### src/rtl/crc_sort_loader_pkg.sv
// ----------------------------------------------------------------------------
// crc_sort_loader_pkg
// Shared definitions for the byte loader and the CRC/sort core wrapper:
// block geometry, the function codes the core understands, and the loader
// FSM state encoding.
// ----------------------------------------------------------------------------
package crc_sort_loader_pkg;

   localparam int BLK_W  = 128;
   localparam int BYTE_W = 8;
   localparam int NBYTES = BLK_W / BYTE_W;

   localparam logic [2:0] FN_CRC_GEN = 3'b011;
   localparam logic [2:0] FN_SORT    = 3'b100;

   typedef enum logic [2:0] {
      IDLE  = 3'd0,
      LOAD  = 3'd1,
      ISSUE = 3'd2,
      WAIT  = 3'd3,
      OUT   = 3'd4
   } state_t;

   // Only these codes are forwarded to the core; anything else completes
   // locally with an all-zero result.
   function automatic logic fn_supported(input logic [2:0] fn);
      return (fn == FN_CRC_GEN) || (fn == FN_SORT);
   endfunction

endpackage

### src/rtl/crc_sort_loader.sv
// ----------------------------------------------------------------------------
// crc_sort_loader
// Collects a 16-byte packet from a valid/ready byte stream, hands the
// assembled 128-bit block to a CRC/sort core, waits (bounded by TIMEOUT) for
// the core to finish and presents the result on a valid/ready output port.
//
// Ports
//   clk          clock, all logic on the rising edge
//   rst          asynchronous reset, active low
//   in_valid     upstream byte valid
//   in_ready     loader accepts a byte this cycle (IDLE/LOAD only)
//   in_data      payload byte; first byte lands in core_data[127:120]
//   in_fn        function code, sampled with the first byte only
//   core_start   one-cycle start pulse to the core
//   core_fn_sel  function select, non-zero only while the core is busy
//   core_data    assembled block, stable while the core is busy
//   core_result  core result word
//   core_done    core completion pulse (only honoured while waiting)
//   out_valid    result available
//   out_ready    consumer accepts the result
//   out_data     captured result (zero for unsupported fn or timeout)
//   out_err      result invalid because the core timed out
// ----------------------------------------------------------------------------
module crc_sort_loader
   import crc_sort_loader_pkg::*;
#(
   parameter int TIMEOUT = 200
) (
   input  logic               clk,
   input  logic               rst,
   input  logic               in_valid,
   output logic               in_ready,
   input  logic [7:0]         in_data,
   input  logic [2:0]         in_fn,
   output logic               core_start,
   output logic [2:0]         core_fn_sel,
   output logic [BLK_W-1:0]   core_data,
   input  logic [BLK_W-1:0]   core_result,
   input  logic               core_done,
   output logic               out_valid,
   input  logic               out_ready,
   output logic [BLK_W-1:0]   out_data,
   output logic               out_err
);

   localparam int                CNT_W    = $clog2(NBYTES);
   localparam logic [CNT_W-1:0]  CNT_LAST = CNT_W'(NBYTES - 1);
   localparam int                TMR_W    = $clog2(TIMEOUT + 1);
   localparam logic [TMR_W-1:0]  TMR_LAST = TMR_W'(TIMEOUT - 1);

   state_t             state_q, state_d;
   logic [CNT_W-1:0]   cnt_q, cnt_d;
   logic [TMR_W-1:0]   tmr_q, tmr_d;
   logic [2:0]         fn_q, fn_d;
   logic [BLK_W-1:0]   data_q, data_d;
   logic [BLK_W-1:0]   out_data_q, out_data_d;
   logic               out_err_q, out_err_d;
   logic               xfer;

   // Gated by rst so the port reads 0 for the whole reset interval, not
   // just after the state register has been cleared.
   assign in_ready    = rst && ((state_q == IDLE) || (state_q == LOAD));
   assign xfer        = in_valid && in_ready;
   assign core_start  = (state_q == ISSUE);
   assign core_fn_sel = ((state_q == ISSUE) || (state_q == WAIT)) ? fn_q : 3'b000;
   assign core_data   = data_q;
   assign out_valid   = (state_q == OUT);
   assign out_data    = out_data_q;
   assign out_err     = out_err_q;

   always_comb begin
      state_d    = state_q;
      cnt_d      = cnt_q;
      tmr_d      = tmr_q;
      fn_d       = fn_q;
      data_d     = data_q;
      out_data_d = out_data_q;
      out_err_d  = out_err_q;
      unique case (state_q)
         IDLE: begin
            if (xfer) begin
               fn_d    = in_fn;
               // Clearing the rest of the block keeps leftovers of an
               // earlier packet off core_data during assembly.
               data_d  = {in_data, {(BLK_W - BYTE_W){1'b0}}};
               cnt_d   = CNT_W'(1);
               state_d = LOAD;
            end
         end
         LOAD: begin
            if (xfer) begin
               // Byte k goes to bits [127-8k -: 8], i.e. MSB-first order.
               data_d[(NBYTES - 1 - int'(cnt_q)) * BYTE_W +: BYTE_W] = in_data;
               if (cnt_q == CNT_LAST) begin
                  cnt_d = '0;
                  if (fn_supported(fn_q)) begin
                     state_d = ISSUE;
                  end else begin
                     out_data_d = '0;
                     out_err_d  = 1'b0;
                     state_d    = OUT;
                  end
               end else begin
                  cnt_d = cnt_q + CNT_W'(1);
               end
            end
         end
         ISSUE: begin
            tmr_d   = '0;
            state_d = WAIT;
         end
         WAIT: begin
            // A done arriving in the expiry cycle still wins.
            if (core_done) begin
               out_data_d = core_result;
               out_err_d  = 1'b0;
               state_d    = OUT;
            end else if (tmr_q == TMR_LAST) begin
               out_data_d = '0;
               out_err_d  = 1'b1;
               state_d    = OUT;
            end else begin
               tmr_d = tmr_q + TMR_W'(1);
            end
         end
         OUT: begin
            if (out_ready) begin
               state_d = IDLE;
            end
         end
         default: state_d = IDLE;
      endcase
   end

   always_ff @(posedge clk or negedge rst) begin
      if (!rst) begin
         state_q    <= IDLE;
         cnt_q      <= '0;
         tmr_q      <= '0;
         fn_q       <= 3'b000;
         data_q     <= '0;
         out_data_q <= '0;
         out_err_q  <= 1'b0;
      end else begin
         state_q    <= state_d;
         cnt_q      <= cnt_d;
         tmr_q      <= tmr_d;
         fn_q       <= fn_d;
         data_q     <= data_d;
         out_data_q <= out_data_d;
         out_err_q  <= out_err_d;
      end
   end

endmodule

### config.mk
export PLATFORM = sky130hd
export DESIGN_NAME = crc_sort_loader
export DESIGN_NICKNAME = d
export VERILOG_FILES = /design/src/rtl/crc_sort_loader_pkg.sv /design/src/rtl/crc_sort_loader.sv
export SDC_FILE = /design/constraint.sdc
export NUM_CORES = 1
export LEC_CHECK = 0
export CAP_MARGIN = 20
export CORE_MARGIN = 2
export CORE_UTILIZATION = 44
export DETAILED_ROUTE_END_ITERATION = 6
export PLACE_DENSITY = 0.89
export REMOVE_ABC_BUFFERS = 1
export SKIP_LAST_GASP = 1
export SYNTH_ARGS = -nofsm -noshare
export SYNTH_HDL_FRONTEND = slang
export SYNTH_SLANG_ARGS = --single-unit
### constraint.sdc
create_clock -name clk -period 3.3 [get_ports clk]
set_clock_uncertainty 0.15 [all_clocks]
set_input_delay 0.825 -clock clk [delete_from_list [all_inputs] [get_ports clk]]
set_output_delay 0.825 -clock clk [all_outputs]
set_load 0.02 [all_outputs]
==> metrics.md <==
| Metric | Value |
|---|---|
| Result of the run | `finished, final reports clean` |
| Chip width | `160 um` |
| Worst reg2reg setup slack | `0.41 ns` |
| Skew-Pair Late Insertion Delay | `0.54 ns` |
| Sw power | `roughly 3.5 mW` |
| # setup viols final | `0` |
| Via density | `roughly 5.8` |
| Synth top area cells | `dfrtp_1 64%, a22o_1 16%, a32o_1 4.1%` |
| Post-cts hold buffer count | `0` |
| Cells after Synth | `790` |
| Crit path max fanout | `12` |
| Critical Path RT | `2.32 ns` |
| Logic pwr share | `29.2%` |
| Initial drt markers | `963` |
| Fin Setup TNS | `0 ns` |
| Worst Path Arrival | `about 2.2 ns` |
| Avg Inst Size Synth | `13.6 um^2` |
| Most used DFF post-synth | `dfrtp_1` |
| Hold WS | `0.251 ns` |
| Pins Over Slew Limit | `0` |
| Met3 wire length | `3220 um` |
| Leading area contributor after synthesis | `dfrtp_1` |
| Total GRT Usage | `~29%` |
| RSZ-0062 raised after global routing | `no` |
| M1 WL | `approximately 15000 um` |
| P_int | `7.04 mW` |
| Count of different cell masters after synthesis | `59` |
| Synth warnings | `0` |
| Max Fclk | `0.315 GHz` |
| Core area | `between 0.02 and 0.025 mm^2` |
| Largest family of logic cells by synthesized area | `compound AO/OA/AOI/OAI gates` |
| Layout cell share with drive strength beyond 1 | `9.17%` |
| Crit path from | `state_q[2]$_DFFE_PN0P_` |
| Final Non-Filler Cells | `approximately 1500` |
| Clock-pin slew on the worst setup and hold paths | `0.06 ns` |
| Io pins | `407` |
| Kind of critical path | `flop to output pin` |
| Top cells by count, synth | `275 x dfrtp_1, 201 x a22o_1, 44 x a32o_1, 37 x clkbuf_1, 24 x nor2_1` |
| EDFF count, synth | `0` |
| Total setup buffers inserted after CTS | `0` |
| Clock share of power | `32.9%` |
| Wire per inst | `24.3 um` |
| Grt ovf | `0` |
| Pwr Density | `approximately 640 mW/mm^2` |
| RR Startpoint | `cnt_q[0]$_DFFE_PN0P_` |
| CTS tree | `built` |
| Worst slew pin tran | `0.920 ns` |
| Post-CTS Resized | `0` |
| Wire length on met2 | `between 15000 and 20000 um` |
| Core Util, Final | `between 60% and 70%` |
| Sw frac | `33.2%` |
| Post-placement cell count | `1494` |
| Worst Hold Class | `input port to asynchronous set/reset pin` |
| Simple-gate area share of the yosys netlist | `around 6%` |
| Xor/xnor cell area share of the yosys netlist | `less than 1%` |
| Clock Tree Root | `clkbuf_16` |
| MaxCap Viol Count | `0` |
| Hold Violations, Final | `0` |
| Num rows | `57` |
| Multiplexer area fraction after synthesis | `approximately 1.7%` |
| Port Buffers | `slightly above 400` |
| Final #Nets | `1351` |
| Max_slew headroom | `roughly two fifths` |
| Async SR Flop Fraction | `between 90% and 100%` |
| Lkg Pwr | `7.19 nW` |
| GPL Wtd Cong | `0.902` |
| Detailed Route WL | `37500 um` |
| Clock Path Buffers | `3` |
| Share of the clock period used by the worst path | `a little over nine tenths` |
| Setup crit end kind | `output pin` |
| Largest net degree at the start of global routing | `166` |
| DRC | `0` |
| Initial antenna violation count | `1` |
| Compound-Gate Fraction of Synth Area | `24.2%` |
| Reg power frac | `a little under two fifths` |
| Global-route wire length before repair | `between 50000 and 60000 um` |
| Via Count | `9015` |
| CTS H-tree lvls | `1` |
| DR top layer | `met4` |
| Minimum clock period | `3.17 ns` |
| Drt pass-1 iters | `5` |
| Area of the die | `around 0.026 mm^2` |
| Layout Area Growth over Synthesis | `51.8%` |
| Final Power | `10.5 mW` |
| Yosys top cell area share | `between 60% and 70%` |
| Area post-placement | `0.0153 mm^2` |
| Count leader, synth | `dfrtp_1` |
| Detail Route Antenna Nets | `0` |
| Via count of the first global-routing pass | `around 9400` |
| Setup WS pre-CTS | `between 0.2 and 0.25 ns` |
| Clock tree sinks | `roughly 280` |
| Yosys reg bits | `275` |
| Mapped cell area | `about 0.011 mm^2` |
| Final instance area | `0.0163 mm^2` |
| Peak VDD IR | `0.000594 V` |
| Effective utilization at floorplan | `roughly 45%` |
| Num CTS Buffers | `29` |
| Synth Area in Adders | `0.698%` |
| Crit start category | `flop` |
| Worst setup margin | `~0.13 ns` |
| Die Ht | `approximately 160 um` |
| Detailed Place HPWL | `25900 um` |
| Sequential share of the synthesized area | `63.9%` |
[layout make-up]
cell class | count | area (um^2)
fill | 1688 | 7840
clock buffer | 38 | 810
inverter | 8 | 30.0
antenna | 1 | 2.50
clock inverter | 13 | 196
timing repair buffer | 443 | 4400
sequential | 275 | 6880
tap | 324 | 405
multi-input combinational | 444 | 3610
[sequential cells by signal, summed over array words and instances, names as in the netlist]
name       cells
out_data     128
core_data    128
out_err        1
state_q        3
cnt_q          4
tmr_q          8
fn_q           3
[metal layers]
metal  up-vias  GRT usage, %
met5         -             0
met3        91          8.03
met4         0          11.3
met2       437          45.9
li1       3872             -
met1      4615          37.1
[critical path, cell delays in order (launching register included)]
cell,delay (ns)
dfrtp_1,0.53
nand2b_1,0.29
nor2_1,0.19
clkdlybuf4s50_1,0.64
[cells in the final DEF (no fill, tap or decap), types with 5 or more instances in the layout]
master           synthesis  layout
a21oi_1                  9       9
bufinv_16                0       5
and3_1                   6       5
nor3_1                   6       6
clkinv_2                 0       6
clkbuf_16                0      29
mux2_4                   8       8
clkdlybuf4s50_1          0     405
nand3_1                 12      12
o21ai_1                 12      12
inv_1                    8       8
a22o_1                 201     201
nor2b_1                  6       6
buf_4                    6      33
dfrtp_1                275     274
a32o_1                  44      44
nand2_1                 20      20
clkbuf_8                 0       5
o21ai_0                 12      12
nand2b_1                 5       5
ha_1                     6       6
nor2_1                  24      24
[path summary, 6_finish.rpt]
kind | depth (start not counted) | end
min in group clk | 1 | core_data[16]$_DFFE_PN0P_
worst min register to register | 1 | core_data[16]$_DFFE_PN0P_
worst min-delay path | 2 | state_q[2]$_DFFE_PN0P_
max in group asynchronous | 3 | out_data[123]$_DFFE_PN0P_
worst max register to register | 5 | core_data[84]$_DFFE_PN0P_
worst max-delay path | 3 | core_start
[cells by family (layout without fill, tap and decap cells)]
kind of cell | Yosys count | in the layout
compound gates | 305 | 305
flops | 275 | 275
fa+ha+maj | 6 | 6
simple gates | 112 | 112
buf+inv | 71 | 502
mux | 14 | 14
xor+xnor | 7 | 7
other cells | 0 | 1
[power groups by stage]
stage | combinational [mW] | clock [mW] | sequential [mW]
finish | 3.08 | 3.47 | 3.99
global route | 3.25 | 3.65 | 4.03
detailed placement | 3.04 | 0 | 4.03
global placement | 2.97 | 0 | 4.02
CTS | 3.06 | 3.51 | 3.98
floorplan | 1.22 | 0 | 4.30
Power figures use the tool's default switching activity.
